==> config.mk <==
export PLATFORM = sky130hd
export DESIGN_NAME = phase_table_dump
export DESIGN_NICKNAME = d
export VERILOG_FILES = /design/src/rtl/phase_pkg.sv /design/src/rtl/uart_tx_byte.sv /design/src/rtl/phase_table_dump.sv
export SDC_FILE = /design/constraint.sdc
export NUM_CORES = 1
export LEC_CHECK = 0
export ABC_AREA = 1
export CORE_MARGIN = 10
export CORE_UTILIZATION = 46
export DETAILED_ROUTE_END_ITERATION = 7
export DONT_BUFFER_PORTS = 1
export HOLD_SLACK_MARGIN = 0.03
export PLACE_DENSITY = 0.6
export SLEW_MARGIN = 5
export SYNTH_ARGS = -nofsm -noshare
export SYNTH_HDL_FRONTEND = slang
export SYNTH_SLANG_ARGS = --single-unit
==> constraint.sdc <==
create_clock -name clk -period 1.5 [get_ports clk]
set_clock_uncertainty 0.05 [all_clocks]
set_input_delay 0.375 -clock clk [delete_from_list [all_inputs] [get_ports clk]]
set_output_delay 0.375 -clock clk [all_outputs]
set_load 0.02 [all_outputs]
==> src/rtl/phase_pkg.sv <==
// Shared phase-table definitions: entry field layout, dump sync byte, dump FSM encoding.
package phase_pkg;

  // Phase table entry fields (also used by the controller's table editor)
  localparam int unsigned GREENMAN_BIT = 26;
  localparam int unsigned SEC_HI       = 25;
  localparam int unsigned SEC_LO       = 20;
  localparam int unsigned LIGHTB_HI    = 19;
  localparam int unsigned LIGHTB_LO    = 10;
  localparam int unsigned LIGHTA_HI    = 9;
  localparam int unsigned LIGHTA_LO    = 0;

  typedef struct packed {
    logic       greenman;
    logic [5:0] seconds;
    logic [9:0] light_b;
    logic [9:0] light_a;
  } phase_entry_t;

  // First byte of every dump frame
  localparam logic [7:0] DUMP_SYNC = 8'hA5;

  // Dump FSM encoding
  localparam int unsigned STATE_W = 4;
  localparam logic [3:0] ST_IDLE = 4'd0;
  localparam logic [3:0] ST_HDR  = 4'd1;
  localparam logic [3:0] ST_IDX  = 4'd2;
  localparam logic [3:0] ST_D3   = 4'd3;
  localparam logic [3:0] ST_D2   = 4'd4;
  localparam logic [3:0] ST_D1   = 4'd5;
  localparam logic [3:0] ST_D0   = 4'd6;
  localparam logic [3:0] ST_CSUM = 4'd7;
  localparam logic [3:0] ST_FIN  = 4'd8;

  // Select byte 'sel' (3 = MSB) of a 32-bit word
  function automatic logic [7:0] byte_of(input logic [31:0] w, input logic [1:0] sel);
    return w[{sel, 3'b000} +: 8];
  endfunction

endpackage

==> src/rtl/uart_tx_byte.sv <==
// 8N1 byte transmitter; ready is high while idle and low from load until one clock past the stop bit.
module uart_tx_byte #(
  parameter int unsigned BAUD_DIV = 434
) (
  input  logic       clk,
  input  logic       rst_n,
  input  logic       load,
  input  logic [7:0] data,
  output logic       ready,
  output logic       txd
);

  localparam int unsigned CNT_W = (BAUD_DIV > 2) ? $clog2(BAUD_DIV) : 1;

  logic             active_q, active_d;
  logic [CNT_W-1:0] baud_cnt_q, baud_cnt_d;
  logic [3:0]       bit_cnt_q, bit_cnt_d;
  logic [8:0]       shift_q, shift_d;
  logic             txd_q, txd_d;

  // Next-state: load frames the byte, each baud tick shifts out the next bit
  always_comb begin
    active_d   = active_q;
    baud_cnt_d = baud_cnt_q;
    bit_cnt_d  = bit_cnt_q;
    shift_d    = shift_q;
    txd_d      = txd_q;
    if (!active_q) begin
      if (load) begin
        active_d   = 1'b1;
        shift_d    = {1'b1, data};
        txd_d      = 1'b0;
        baud_cnt_d = '0;
        bit_cnt_d  = 4'd0;
      end
    end else if (baud_cnt_q == CNT_W'(BAUD_DIV - 1)) begin
      baud_cnt_d = '0;
      if (bit_cnt_q == 4'd9) begin
        active_d = 1'b0;
        txd_d    = 1'b1;
      end else begin
        bit_cnt_d = bit_cnt_q + 4'd1;
        txd_d     = shift_q[0];
        shift_d   = {1'b1, shift_q[8:1]};
      end
    end else begin
      baud_cnt_d = baud_cnt_q + CNT_W'(1);
    end
  end

  // State register; reset forces the line idle-high at once
  always_ff @(posedge clk or negedge rst_n) begin
    if (!rst_n) begin
      active_q   <= 1'b0;
      baud_cnt_q <= '0;
      bit_cnt_q  <= 4'd0;
      shift_q    <= '1;
      txd_q      <= 1'b1;
    end else begin
      active_q   <= active_d;
      baud_cnt_q <= baud_cnt_d;
      bit_cnt_q  <= bit_cnt_d;
      shift_q    <= shift_d;
      txd_q      <= txd_d;
    end
  end

  assign ready = ~active_q;
  assign txd   = txd_q;

endmodule

==> src/rtl/phase_table_dump.sv <==
// Streams phase table entries 0..N over UART: sync byte, {index, 4 data bytes} per entry, XOR checksum.
module phase_table_dump
  import phase_pkg::*;
#(
  parameter int unsigned BAUD_DIV = 434,
  parameter int unsigned ADDR_W   = 4,
  parameter int unsigned ENTRY_W  = 27
) (
  input  logic               clk,
  input  logic               rst_n,
  input  logic               start,
  input  logic [ADDR_W-1:0]  entry_count,
  output logic [ADDR_W-1:0]  rd_addr,
  input  logic [ENTRY_W-1:0] rd_data,
  output logic               txd,
  output logic               busy,
  output logic               done
);

  // One extra bit so the last index (2^ADDR_W-1) terminates without wrapping
  localparam int unsigned IDX_W = ADDR_W + 1;

  logic [STATE_W-1:0] state_q, state_d;
  logic [IDX_W-1:0]   idx_q, idx_d;
  logic [ADDR_W-1:0]  n_q, n_d;
  logic [7:0]         csum_q, csum_d;
  logic [31:0]        hold_q, hold_d;
  logic [ADDR_W-1:0]  rd_addr_q, rd_addr_d;
  logic               fetch1_q, fetch1_d;
  logic               fetch2_q, fetch2_d;
  logic               busy_q, busy_d;
  logic               done_q, done_d;

  logic               uart_ready;
  logic               load_c;
  logic [7:0]         tx_byte_c;

  uart_tx_byte #(
    .BAUD_DIV (BAUD_DIV)
  ) u_tx (
    .clk   (clk),
    .rst_n (rst_n),
    .load  (load_c),
    .data  (tx_byte_c),
    .ready (uart_ready),
    .txd   (txd)
  );

  // Sequencing: each byte state hands its byte to the sender when it is ready, then advances
  always_comb begin
    state_d   = state_q;
    idx_d     = idx_q;
    n_d       = n_q;
    csum_d    = csum_q;
    rd_addr_d = rd_addr_q;
    fetch1_d  = 1'b0;
    fetch2_d  = fetch1_q;
    hold_d    = fetch2_q ? 32'(rd_data) : hold_q;
    done_d    = 1'b0;
    load_c    = 1'b0;
    tx_byte_c = 8'h00;

    case (state_q)
      ST_IDLE: begin
        if (start) begin
          state_d = ST_HDR;
          n_d     = entry_count;
          csum_d  = 8'h00;
          idx_d   = '0;
        end
      end
      ST_HDR: begin
        tx_byte_c = DUMP_SYNC;
        if (uart_ready) begin
          load_c    = 1'b1;
          rd_addr_d = '0;
          fetch1_d  = 1'b1;
          state_d   = ST_IDX;
        end
      end
      ST_IDX: begin
        tx_byte_c = 8'(idx_q);
        if (uart_ready) begin
          load_c  = 1'b1;
          csum_d  = csum_q ^ tx_byte_c;
          state_d = ST_D3;
        end
      end
      ST_D3: begin
        tx_byte_c = byte_of(hold_q, 2'd3);
        if (uart_ready) begin
          load_c  = 1'b1;
          csum_d  = csum_q ^ tx_byte_c;
          state_d = ST_D2;
        end
      end
      ST_D2: begin
        tx_byte_c = byte_of(hold_q, 2'd2);
        if (uart_ready) begin
          load_c  = 1'b1;
          csum_d  = csum_q ^ tx_byte_c;
          state_d = ST_D1;
        end
      end
      ST_D1: begin
        tx_byte_c = byte_of(hold_q, 2'd1);
        if (uart_ready) begin
          load_c  = 1'b1;
          csum_d  = csum_q ^ tx_byte_c;
          state_d = ST_D0;
        end
      end
      ST_D0: begin
        tx_byte_c = byte_of(hold_q, 2'd0);
        if (uart_ready) begin
          load_c = 1'b1;
          csum_d = csum_q ^ tx_byte_c;
          if (idx_q == IDX_W'(n_q)) begin
            state_d = ST_CSUM;
          end else begin
            idx_d     = idx_q + IDX_W'(1);
            rd_addr_d = ADDR_W'(idx_q + IDX_W'(1));
            fetch1_d  = 1'b1;
            state_d   = ST_IDX;
          end
        end
      end
      ST_CSUM: begin
        tx_byte_c = csum_q;
        if (uart_ready) begin
          load_c  = 1'b1;
          state_d = ST_FIN;
        end
      end
      ST_FIN: begin
        if (uart_ready) begin
          done_d  = 1'b1;
          state_d = ST_IDLE;
        end
      end
      default: state_d = ST_IDLE;
    endcase

    busy_d = (state_d != ST_IDLE);
  end

  // State and datapath registers
  always_ff @(posedge clk or negedge rst_n) begin
    if (!rst_n) begin
      state_q   <= ST_IDLE;
      idx_q     <= '0;
      n_q       <= '0;
      csum_q    <= 8'h00;
      hold_q    <= 32'h0;
      rd_addr_q <= '0;
      fetch1_q  <= 1'b0;
      fetch2_q  <= 1'b0;
      busy_q    <= 1'b0;
      done_q    <= 1'b0;
    end else begin
      state_q   <= state_d;
      idx_q     <= idx_d;
      n_q       <= n_d;
      csum_q    <= csum_d;
      hold_q    <= hold_d;
      rd_addr_q <= rd_addr_d;
      fetch1_q  <= fetch1_d;
      fetch2_q  <= fetch2_d;
      busy_q    <= busy_d;
      done_q    <= done_d;
    end
  end

  assign rd_addr = rd_addr_q;
  assign busy    = busy_q;
  assign done    = done_q;

endmodule

# --- Word level (Yosys, flattened, before mapping) ---
# Index checks and enable logic that the tools add are counted.
totals:
  reg_bits: 80
  inputBits: 34
  output_inout_bits: 7
  word_cells: 109
op_classes:
  n_addsub: 3
  n_eq_ne: 21
  muxes: 52
  bitwise: 5
  reduce_logical: 13
ops:
  columns: ["op", "n"]
  rows:
  - ["$mux 4", 16]
  - ["$mux 9", 7]
  - ["$pmux 8 s7", 1]
  - ["$mux 8", 6]
  - ["$pmux 8 s6", 1]
  - ["$pmux 4 s9", 1]
  - ["$xor 8x8->8", 3]
  - ["$ne 2x2->1 const B", 10]
  - ["$eq 4x3->1 const B", 4]
  - ["$mux 5", 3]
  - ["$mux 1", 13]
  - ["$pmux 5 s2", 1]
  - ["$add 9x1->9 const B", 1]
  - ["$eq 9x9->1 const B", 1]
  - ["$eq 4x2->1 const B", 2]
  - ["$eq 4x4->1 const B", 2]
  - ["$pmux 4 s2", 1]
  - ["$reduce_and 4->1", 2]
  - ["$xor 8x3->8", 1]
  - ["$xor 8x5->8", 1]
  - ["$reduce_and 7->1", 1]
  - ["$reduce_or 7->1", 1]
  - ["$reduce_bool 2->1", 3]
  - ["$reduce_bool 6->1", 1]
  - ["other kinds (10)", 11]

# --- Logic depth before layout (Yosys ltp) ---
# Gate-level depths: netlist (run 1).
depth:
  depth_word: 5
  mapped_depth: 13
  depth_no_buf: 12

# --- Hierarchy ---
# A second synthesis (run 1) with hierarchy kept.
unflattened:
  hier_cells: 550
  area_unflattened_um2: 4340.4
by_module_without_submodules:
  columns: ["mod", "n_inst", "cells_each", "area_per_inst_um2", "seq_area_each_um2"]
  rows:
  - ["phase_table_dump", 1, 380, 3035.4, 1401.3]
  - ["uart_tx_byte", 1, 170, 1305.0, 586.8]

# --- Least setup slack after synthesis (run 1) ---
# OpenSTA, ideal clock, no wires.
synth_timing:
  path_type: "register to register"
  startpoint: "reg u_tx.baud_cnt_q[1]"
  endpoint: "reg u_tx.bit_cnt_q[2]"
  setup_ns: 0.123
  arrival_time_ns: 1.355
  t_required_ns: 1.327
  slack_ns: -0.028
  path_stages_with_launch: 10
  path_buffers: 0
  period_less_slack_ns: 1.528
  path_cell_list: "dfrtp_1 -> inv_1 -> ha_1 -> nand4_1 -> nor2_1 -> nand3_1 -> inv_1 -> nand2_1 -> xor2_1 -> nor2_1"
synth_via:
  elab_chain_cells: 3
synth_rtl:
  columns: ["item", "line", "rtl"]
  rows:
  - ["start, declared", "uart_tx_byte.sv:16", "logic [CNT_W-1:0] baud_cnt_q, baud_cnt_d;"]
  - ["start signal, assigned", "uart_tx_byte.sv:61", "baud_cnt_q <= baud_cnt_d;"]
  - ["$eq 9x9->1", "uart_tx_byte.sv:36", "end else if (baud_cnt_q == CNT_W'(BAUD_DIV - 1)) begin"]
  - ["$ne 2x2->1 (no source line)", null, null]
  - ["$reduce_and 3->1 (no source line)", null, null]
  - ["end signal, assigned", "uart_tx_byte.sv:62", "bit_cnt_q <= bit_cnt_d;"]
  - ["end, declared", "uart_tx_byte.sv:17", "logic [3:0] bit_cnt_q, bit_cnt_d;"]
# No other way between the ends.
# A chain may end at the register's enable or synchronous reset.

# --- Final worst setup path (run 1) ---
layout_timing:
  startpoint: "reg state_q[0]"
  endpoint: "reg busy_q (netlist: busy)"
layout_via:
  elab_chain_cells: 3
  elab_cells_between_ends: 20
  classes_between: "8 x eq/ne; 10 x mux; 2 x reduce/logical"
layout_rtl:
  columns: ["item", "line", "rtl"]
  rows:
  - ["start, declared", "phase_table_dump.sv:23", "logic [STATE_W-1:0] state_q, state_d;"]
  - ["start signal, assigned", "phase_table_dump.sv:161", "state_q <= state_d;"]
  - ["$eq 4x4->1 (tied with other cells)", "phase_table_dump.sv:63", "case (state_q)"]
  - ["$pmux 4 s9 (*)", "phase_table_dump.sv:63", null]
  - ["$reduce_bool 4->1 (*)", "phase_table_dump.sv:144", "busy_d = (state_d != ST_IDLE);"]
  - ["via busy_d", "phase_table_dump.sv:31", "logic busy_q, busy_d;"]
  - ["end signal, assigned", "phase_table_dump.sv:169", "busy_q <= busy_d;"]
  - ["end, declared", "phase_table_dump.sv:31", null]
# Mark *: on every way through the listed nets, which the timed path passes. The rest lies on a longest branch.

==> results of run 1 <==
[cell type report]
cell class,count,area (um2),share of cell area
clock inverters,6,134,0.0239
clock buffers,9,124,0.0221
flip-flops and latches,79,2000,0.356
multi-input cells,371,2320,0.413
well taps,108,135,0.0241
repair buffers,77,667,0.119
inverters,60,236,0.0421
[repair_timing]
| action | CTS | global route |
|---|---|---|
| pin swaps | 12 | 26 |
| setup endpoints to repair | 39 | 49 |
| setup buffers | 6 | 8 |
| hold endpoints to repair | 79 | 79 |
| resized for setup | 57 | 95 |
[sequential cells by signal, summed over array words and instances, names as in the netlist, 4 cells and up]
name             count
hold_q              27
u_tx.baud_cnt_q      9
csum_q               8
u_tx.shift_q         8
idx_q                5
n_q                  4
rd_addr              4
state_q              4
u_tx.bit_cnt_q       4
[kinds of logic after synthesis]
family                     count (synthesis)  share of synthesized area
AOI/OAI and AO/OA                         71                     0.0958
xor gates and xnor gates                   7                     0.0147
adders and majority gates                  5                     0.0150
buffers and inverters                     69                     0.0635
DFF                                       79                      0.476
muxes                                     22                     0.0590
and+or+nand+nor                          266                      0.276
[stage by stage]
step,util,area [um2]
detailed placement,0.545,4780
CTS,0.599,5250
global route,0.640,5610
finish,0.640,5610
floorplan,-,4180
global placement,0.545,4780
[worst max-delay path, cell delays in order, from the launching register on]
cell and delay [ps]:
dfrtp_2 460, buf_6 140, nand2_4 80, nor2_4 50
buf_4 130, buf_4 130, nand2_2 40, o211a_1 130
nand2_1 60, a21oi_2 140, nand3_1 90
[cell usage in the layout, fill, tap and decap left out, drive strengths merged, types with 11 or more instances in the layout]
cell type    n
nor2        42
o21ai       35
nand2      158
nand3       51
buf         77
dfrtp       70
a21oi       16
mux2        21
nand4       11
inv         59
[final timing paths]
path	cells after the start	start	slack, ps	endpoint
setup reg to reg	10	state_q[0]$_DFF_PN0_	-130	busy$_DFF_PN0_
setup / recovery	10	state_q[0]$_DFF_PN0_	-130	busy$_DFF_PN0_
max in group asynchronous	0	rst_n	1550	u_tx.shift_q[3]$_DFFE_PN1P_
hold reg to reg	0	fetch1_q$_DFF_PN0_	310	fetch2_q$_DFF_PN0_
min in group clk	2	rd_data[17]	90	hold_q[17]$_DFFE_PN0P_
hold / removal	0	rst_n	-350	n_q[1]$_DFFE_PN0P_
[per-layer routing]
metal | global-route usage | part of all wire | up-vias
li1 | - | - | 1863
met1 | 0.225 | 0.44 | 1740
met2 | 0.274 | 0.48 | 84
met3 | 0.0484 | 0.063 | 14
met4 | 0.0635 | 0.018 | 0
met5 | 0 | 0 | -
[power groups by stage]
stage                     sequential (mW)  combinational, mW  clock, mW
after floorplan                      2.22             0.0458          0
after global placement               2.23             0.0497          0
after detailed placement             2.23             0.0525          0
after CTS                            2.19             0.0534       2.11
after global routing                 2.20             0.0633       2.21
final                                2.19             0.0543       2.08
==> key figures, run 1 <==
Status
  – Status: finished with violations
  – Failing checks: negative hold slack, negative setup slack

Logic synthesis
  – Cell area after synthesis: 4180 um2
  – Sequential area share after synthesis: 0.476
  – Top-count cell post-synth: nand2_1
  – Dominant cells by area after synthesis: dfrtp_1, nand2_1, nand3_1
  – Synth top area share: 0.419
  – Most used DFF post-synth: dfrtp_1
  – Top post-synthesis cells by count: nand2_1, dfrtp_1, inv_1
  – Cells after Synth: 519
  – Library cells used by synthesis: 34
  – Synth Net Count: 558
  – Asr flop ratio synth: 1.00
  – Synth Register Bits: 79
  – Yosys warning count: 0
  – Synth area leader: dfrtp_1
  – Post-synth EDFFs: 0
  – Syn_area_per_cell: 8.05 um2

Global routing
  – Grt ovf: 0
  – First-pass GRT wire length: 18600 um
  – Vias in the first global route: 3818
  – Largest net degree at the start of global routing: 80
  – GRT Total Usage: 0.175
  – Initial antenna violation count: 0

Clock tree
  – CTS clk-pin slew, worst paths: 90 ps
  – Clock latency on the worst-skew pair: 360 ps
  – CTS Root Cell: clkbuf_8
  – Clock Sinks: 79
  – CTS HTree Levels: 3
  – Number of CTS-inserted buffers: 9
  – Clock tree buffer depth: 2
  – CTS tree: built

Route
  – First drt pass iteration count: 4
  – Vias per cell: 5.21
  – Antenna-violating nets left: 0
  – Post-route DRC: 0
  – Total Wirelength: 11300 um
  – Avg WL per Cell: 15.9 um
  – Routed via count: 3701
  – Starting DRT DRC Count: 249

Timing
  – Final Hold Fails: 79
  – Hold slack final: -350 ps
  – Endpoints failing setup: 33
  – Max Clk Rate: 0.613 GHz
  – Fin crit share: 1.09
  – RSZ-0062 raised after global routing: true
  – Worst-Margin Slew: 329 ps
  – Final Slew Violations: 0
  – Final setup margin: -130 ps
  – Setup_tns: -1490 ps
  – Fin crit period: 1630 ps
  – Slew HR: 0.779

Layout
  – Diodes inserted: 0
  – Layout cells sized above 1: 0.394
  – Layout area overhead: 34.3%
  – Fin cells: 710
  – Fillers: 741
  – # nets final: 637

Setup path
  – Critical Path AT: 1810 ps
  – Worst Setup Start Kind: flip-flop
  – Worst setup EP type: flip-flop
  – Crit Path Max Fanout: 5
  – Crit Path Class: reg -> reg
  – Critical Path RT: 1680 ps

Placement
  – Port Buffer Count: 0
  – Setup slack at placement: -204 ps
  – Routability cong.: 0.917
  – DP HPWL: 8190 um
  – Cell count after placement: 682

Pwr
  – Combinational Power Share: 0.013
  – Sw frac: 0.199
  – Total power: 4.32 mW
  – Leak Pwr: 2.68 nW
  – Peak supply drop: 0.000475 V
  – Clk network pwr share: 0.480
  – NetSw: 860 uW
  – Sequential group share of total power: 0.507
  – P_int: 3.46 mW
  – Pwr Density: 770 nW/um2

Run
  – MaxCap Viol Count: 0

Floorplan
  – IO Pins: 41
  – Initial Utilization: 0.477
  – Chip Width: 115 um
  – Row cnt: 34
  – Core area: 8760 um2
  – Full die area: 13300 um2
  – Die Span Y: 115 um

Worst hold path
  – Worst min path class: in -> async
No activity file was read; power rests on OpenSTA's default activity.
==> run 2, diff against run 1 <==
Settings changed: CORE_UTILIZATION 46 to 50, PLACE_DENSITY 0.6 to 0.65.
==> run 2 against run 1 <==
  * The run still ends with negative hold slack, negative setup slack left
  * Fmax rose by 2.9%
  * Critical path depth did not move
  * Register-to-register slack improved by 50 ps
  * Via count rose by 3.5%
==> key figures, run 2 (synthesized netlist as in run 1, its figures left out) <==
Floorplan
  – Full die area: 12400 um2 (-6.6%)
  – Initial Utilization: 0.511 (+0.0343)
  – Chip Width: 111 um (-3.4%)
  – Die Span Y: 111 um (-3.4%)
  – Row cnt: 33 (-2.9%)
  – Core area: 8180 um2 (-6.7%)
  – IO Pins: 41 (unchanged)

Layout
  – Fin cells: 712 (+0.28%)
  – Most frequent cells in the layout: nand2_1, buf_4, dfrtp_1, inv_1, nand3_1
  – Largest regs: hold_q (27), u_tx.baud_cnt_q (9)
  – Layout cells sized above 1: 0.382 (-0.0115)
  – Register Area: 1990 um2 (-0.13%)
  – Top reg by flops: hold_q
  – Area of the multi-input gates: 2310 um2 (-0.38%)
  – Max reg flops: 27 (unchanged)
  – Layout area overhead: 32.9%
  – Diodes inserted: 0 (unchanged)
  – # nets final: 641 (+0.63%)
  – Fin area: 5550 um2 (-1.0%)
  – Fillers: 678 (-8.5%)
  – Most common cell after layout, fill and taps aside: nand2_1

Clock tree
  – CTS Root Cell: clkbuf_8
  – Clock tree buffer depth: 2 (unchanged)
  – CTS tree: built
  – Number of CTS-inserted buffers: 9 (unchanged)
  – Clock latency on the worst-skew pair: 370 ps (about the same)
  – Clock Sinks: 79 (unchanged)
  – CTS HTree Levels: 3 (unchanged)
  – CTS clk-pin slew, worst paths: 100 ps (about the same)

Global routing
  – GRT Total Usage: 0.179 (+0.00386)
  – Grt ovf: 0 (unchanged)
  – Vias in the first global route: 3907 (+2.3%)
  – Largest net degree at the start of global routing: 80 (unchanged)
  – Initial antenna violation count: 0 (unchanged)
  – First-pass GRT wire length: 18600 um (-0.26%)

Placement
  – Placed cell areas: 4820 um2 (+0.81%)
  – Cell count after placement: 683 (+0.15%)
  – Routability cong.: 0.903 (-1.5%)
  – DP HPWL: 8260 um (+0.91%)
  – Port Buffer Count: 0 (unchanged)

Pwr
  – Pwr Density: 682 nW/um2 (-11%)
  – Sequential group share of total power: 0.579 (+0.072)
  – NetSw: 921 uW (+7.1%)
  – Peak supply drop: 0.000462 V (-2.9%)
  – Leak Pwr: 2.68 nW (about the same)
  – Sw frac: 0.243 (+0.0442)
  – Combinational Power Share: 0.014 (about the same)
  – Clk network pwr share: 0.407 (-0.073)
  – P_int: 2.87 mW (-17%)

Timing
  – RSZ-0062 raised after global routing: true
  – Endpoints failing setup: 24 (-27%)
  – Final Hold Fails: 79 (unchanged)
  – Fin crit period: 1580 ps (-45.7 ps)
  – Fin crit share: 1.06 (-0.0305)
  – Final setup margin: -84.7 ps (+45.7 ps)
  – Worst-Margin Slew: 332 ps (+2.33 ps)
  – Slew HR: 0.779 (about the same)
  – Max Clk Rate: 0.631 GHz (+2.9%)
  – Hold slack final: -360 ps (-10.0 ps)
  – Final Slew Violations: 0 (unchanged)

Route
  – Antenna-violating nets left: 0 (unchanged)
  – Avg WL per Cell: 16.0 um (+0.72%)
  – First drt pass iteration count: 4 (unchanged)
  – Total Wirelength: 11400 um (+1.0%)
  – Post-route DRC: 0 (unchanged)
  – Routed via count: 3830 (+3.5%)
  – Starting DRT DRC Count: 200 (-20%)
  – Vias per cell: 5.38 (+3.2%)

Run
  – MaxCap Viol Count: 0 (unchanged)

Setup path
  – Critical Path AT: 1780 ps (-30 ps)
  – Crit Path Max Fanout: 4 (-1)
  – Worst Setup Start Kind: flip-flop
  – Worst setup EP type: flip-flop
  – Critical Path RT: 1690 ps (about the same)
  – Crit Path Class: reg -> reg

Status
  – Failing checks: negative hold slack, negative setup slack
  – Status: finished with violations

Worst hold path
  – Worst min path class: in -> async
[run 2: changes by cell type in the layout (fill, tap and decap cells not counted), moves of 3 or more]
| cell | change |
|---|---|
| o21ai_1 | -4 |
| o21ai_0 | +3 |
| inv_1 | +3 |
| nand2_4 | +4 |
| nor2_1 | +5 |
| buf_6 | -8 |
| nor2_4 | -4 |
| inv_6 | +3 |
| nand3_1 | +3 |
| nand2_1 | -6 |
| bufinv_16 | -4 |
| buf_4 | +9 |
| nand3_2 | -4 |
[run 2: per-layer routing]
layer | GRT usage | vias to the layer above | share of wire
li1 | - | 1880 | -
met4 | 0.0514 | 0 | 0.010
met3 | 0.0515 | 10 | 0.048
met1 | 0.226 | 1864 | 0.44
met5 | 0 | - | 0
met2 | 0.290 | 76 | 0.50
[run 2: power by group through the flow]
stage | Clock (mW) | Combinational, mW | Sequential (mW)
after floorplan | 0 | 0.0458 | 2.22
final | 1.54 | 0.0545 | 2.19
after global routing | 1.67 | 0.0627 | 2.20
after detailed placement | 0 | 0.0525 | 2.23
after global placement | 0 | 0.0487 | 2.23
after CTS | 1.55 | 0.0537 | 2.19
[run 2: through the flow]
stage | setup WS (ps) | setup TNS [ps] | hold slack [ps] | power [mW] | utilization
6_report | -84.7 | -1030 | -360 | 3.79 | 0.679
3_3_place_gp | -232 | -4720 | 32.7 | 2.28 | 0.589
3_5_place_dp | -222 | -4740 | 33.2 | 2.28 | 0.589
4_1_cts | -83.0 | -825 | -355 | 3.80 | 0.646
2_1_floorplan | 15.7 | 0 | 29.4 | 2.27 | -
5_1_grt | -201 | -4100 | -375 | 3.93 | 0.679
[run 2: final timing paths]
| check | to | from | slack (ps) | cells after the start |
|---|---|---|---|---|
| max | busy$_DFF_PN0_ | state_q[3]$_DFF_PN0_ | -80 | 10 |
| min | u_tx.bit_cnt_q[0]$_DFFE_PN0P_ | rst_n | -360 | 0 |
| max reg2reg | busy$_DFF_PN0_ | state_q[3]$_DFF_PN0_ | -80 | 10 |
| min reg2reg | fetch2_q$_DFF_PN0_ | fetch1_q$_DFF_PN0_ | 310 | 0 |
| max in group asynchronous | u_tx.shift_q[2]$_DFFE_PN1P_ | rst_n | 1570 | 0 |
| min in group clk | hold_q[7]$_DFFE_PN0P_ | rd_data[7] | 90 | 2 |
[run 2: final cells by class]
cell class | count | area share
multi-input combinational | 371 | 0.416
sequential | 79 | 0.359
timing repair buffer | 81 | 0.126
inverter | 60 | 0.0417
clock buffer | 10 | 0.0248
tap | 105 | 0.0237
clock inverter | 6 | 0.00924
[run 2: critical path, cell delays in order (launching register included)]
cell,delay (ps)
dfrtp_1,420
inv_2,80
nand2_4,120
nor2_4,70
buf_4,130
buf_4,120
nand2_2,40
o211a_1,130
nand2_1,50
a21oi_2,140
nand3_1,100
[run 2: what timing repair did]
item,CTS,global route
resized for setup,72,62
setup endpoints to repair,45,36
cloned,0,0
pin swaps,15,28
setup buffers,8,6
hold endpoints to repair,79,79
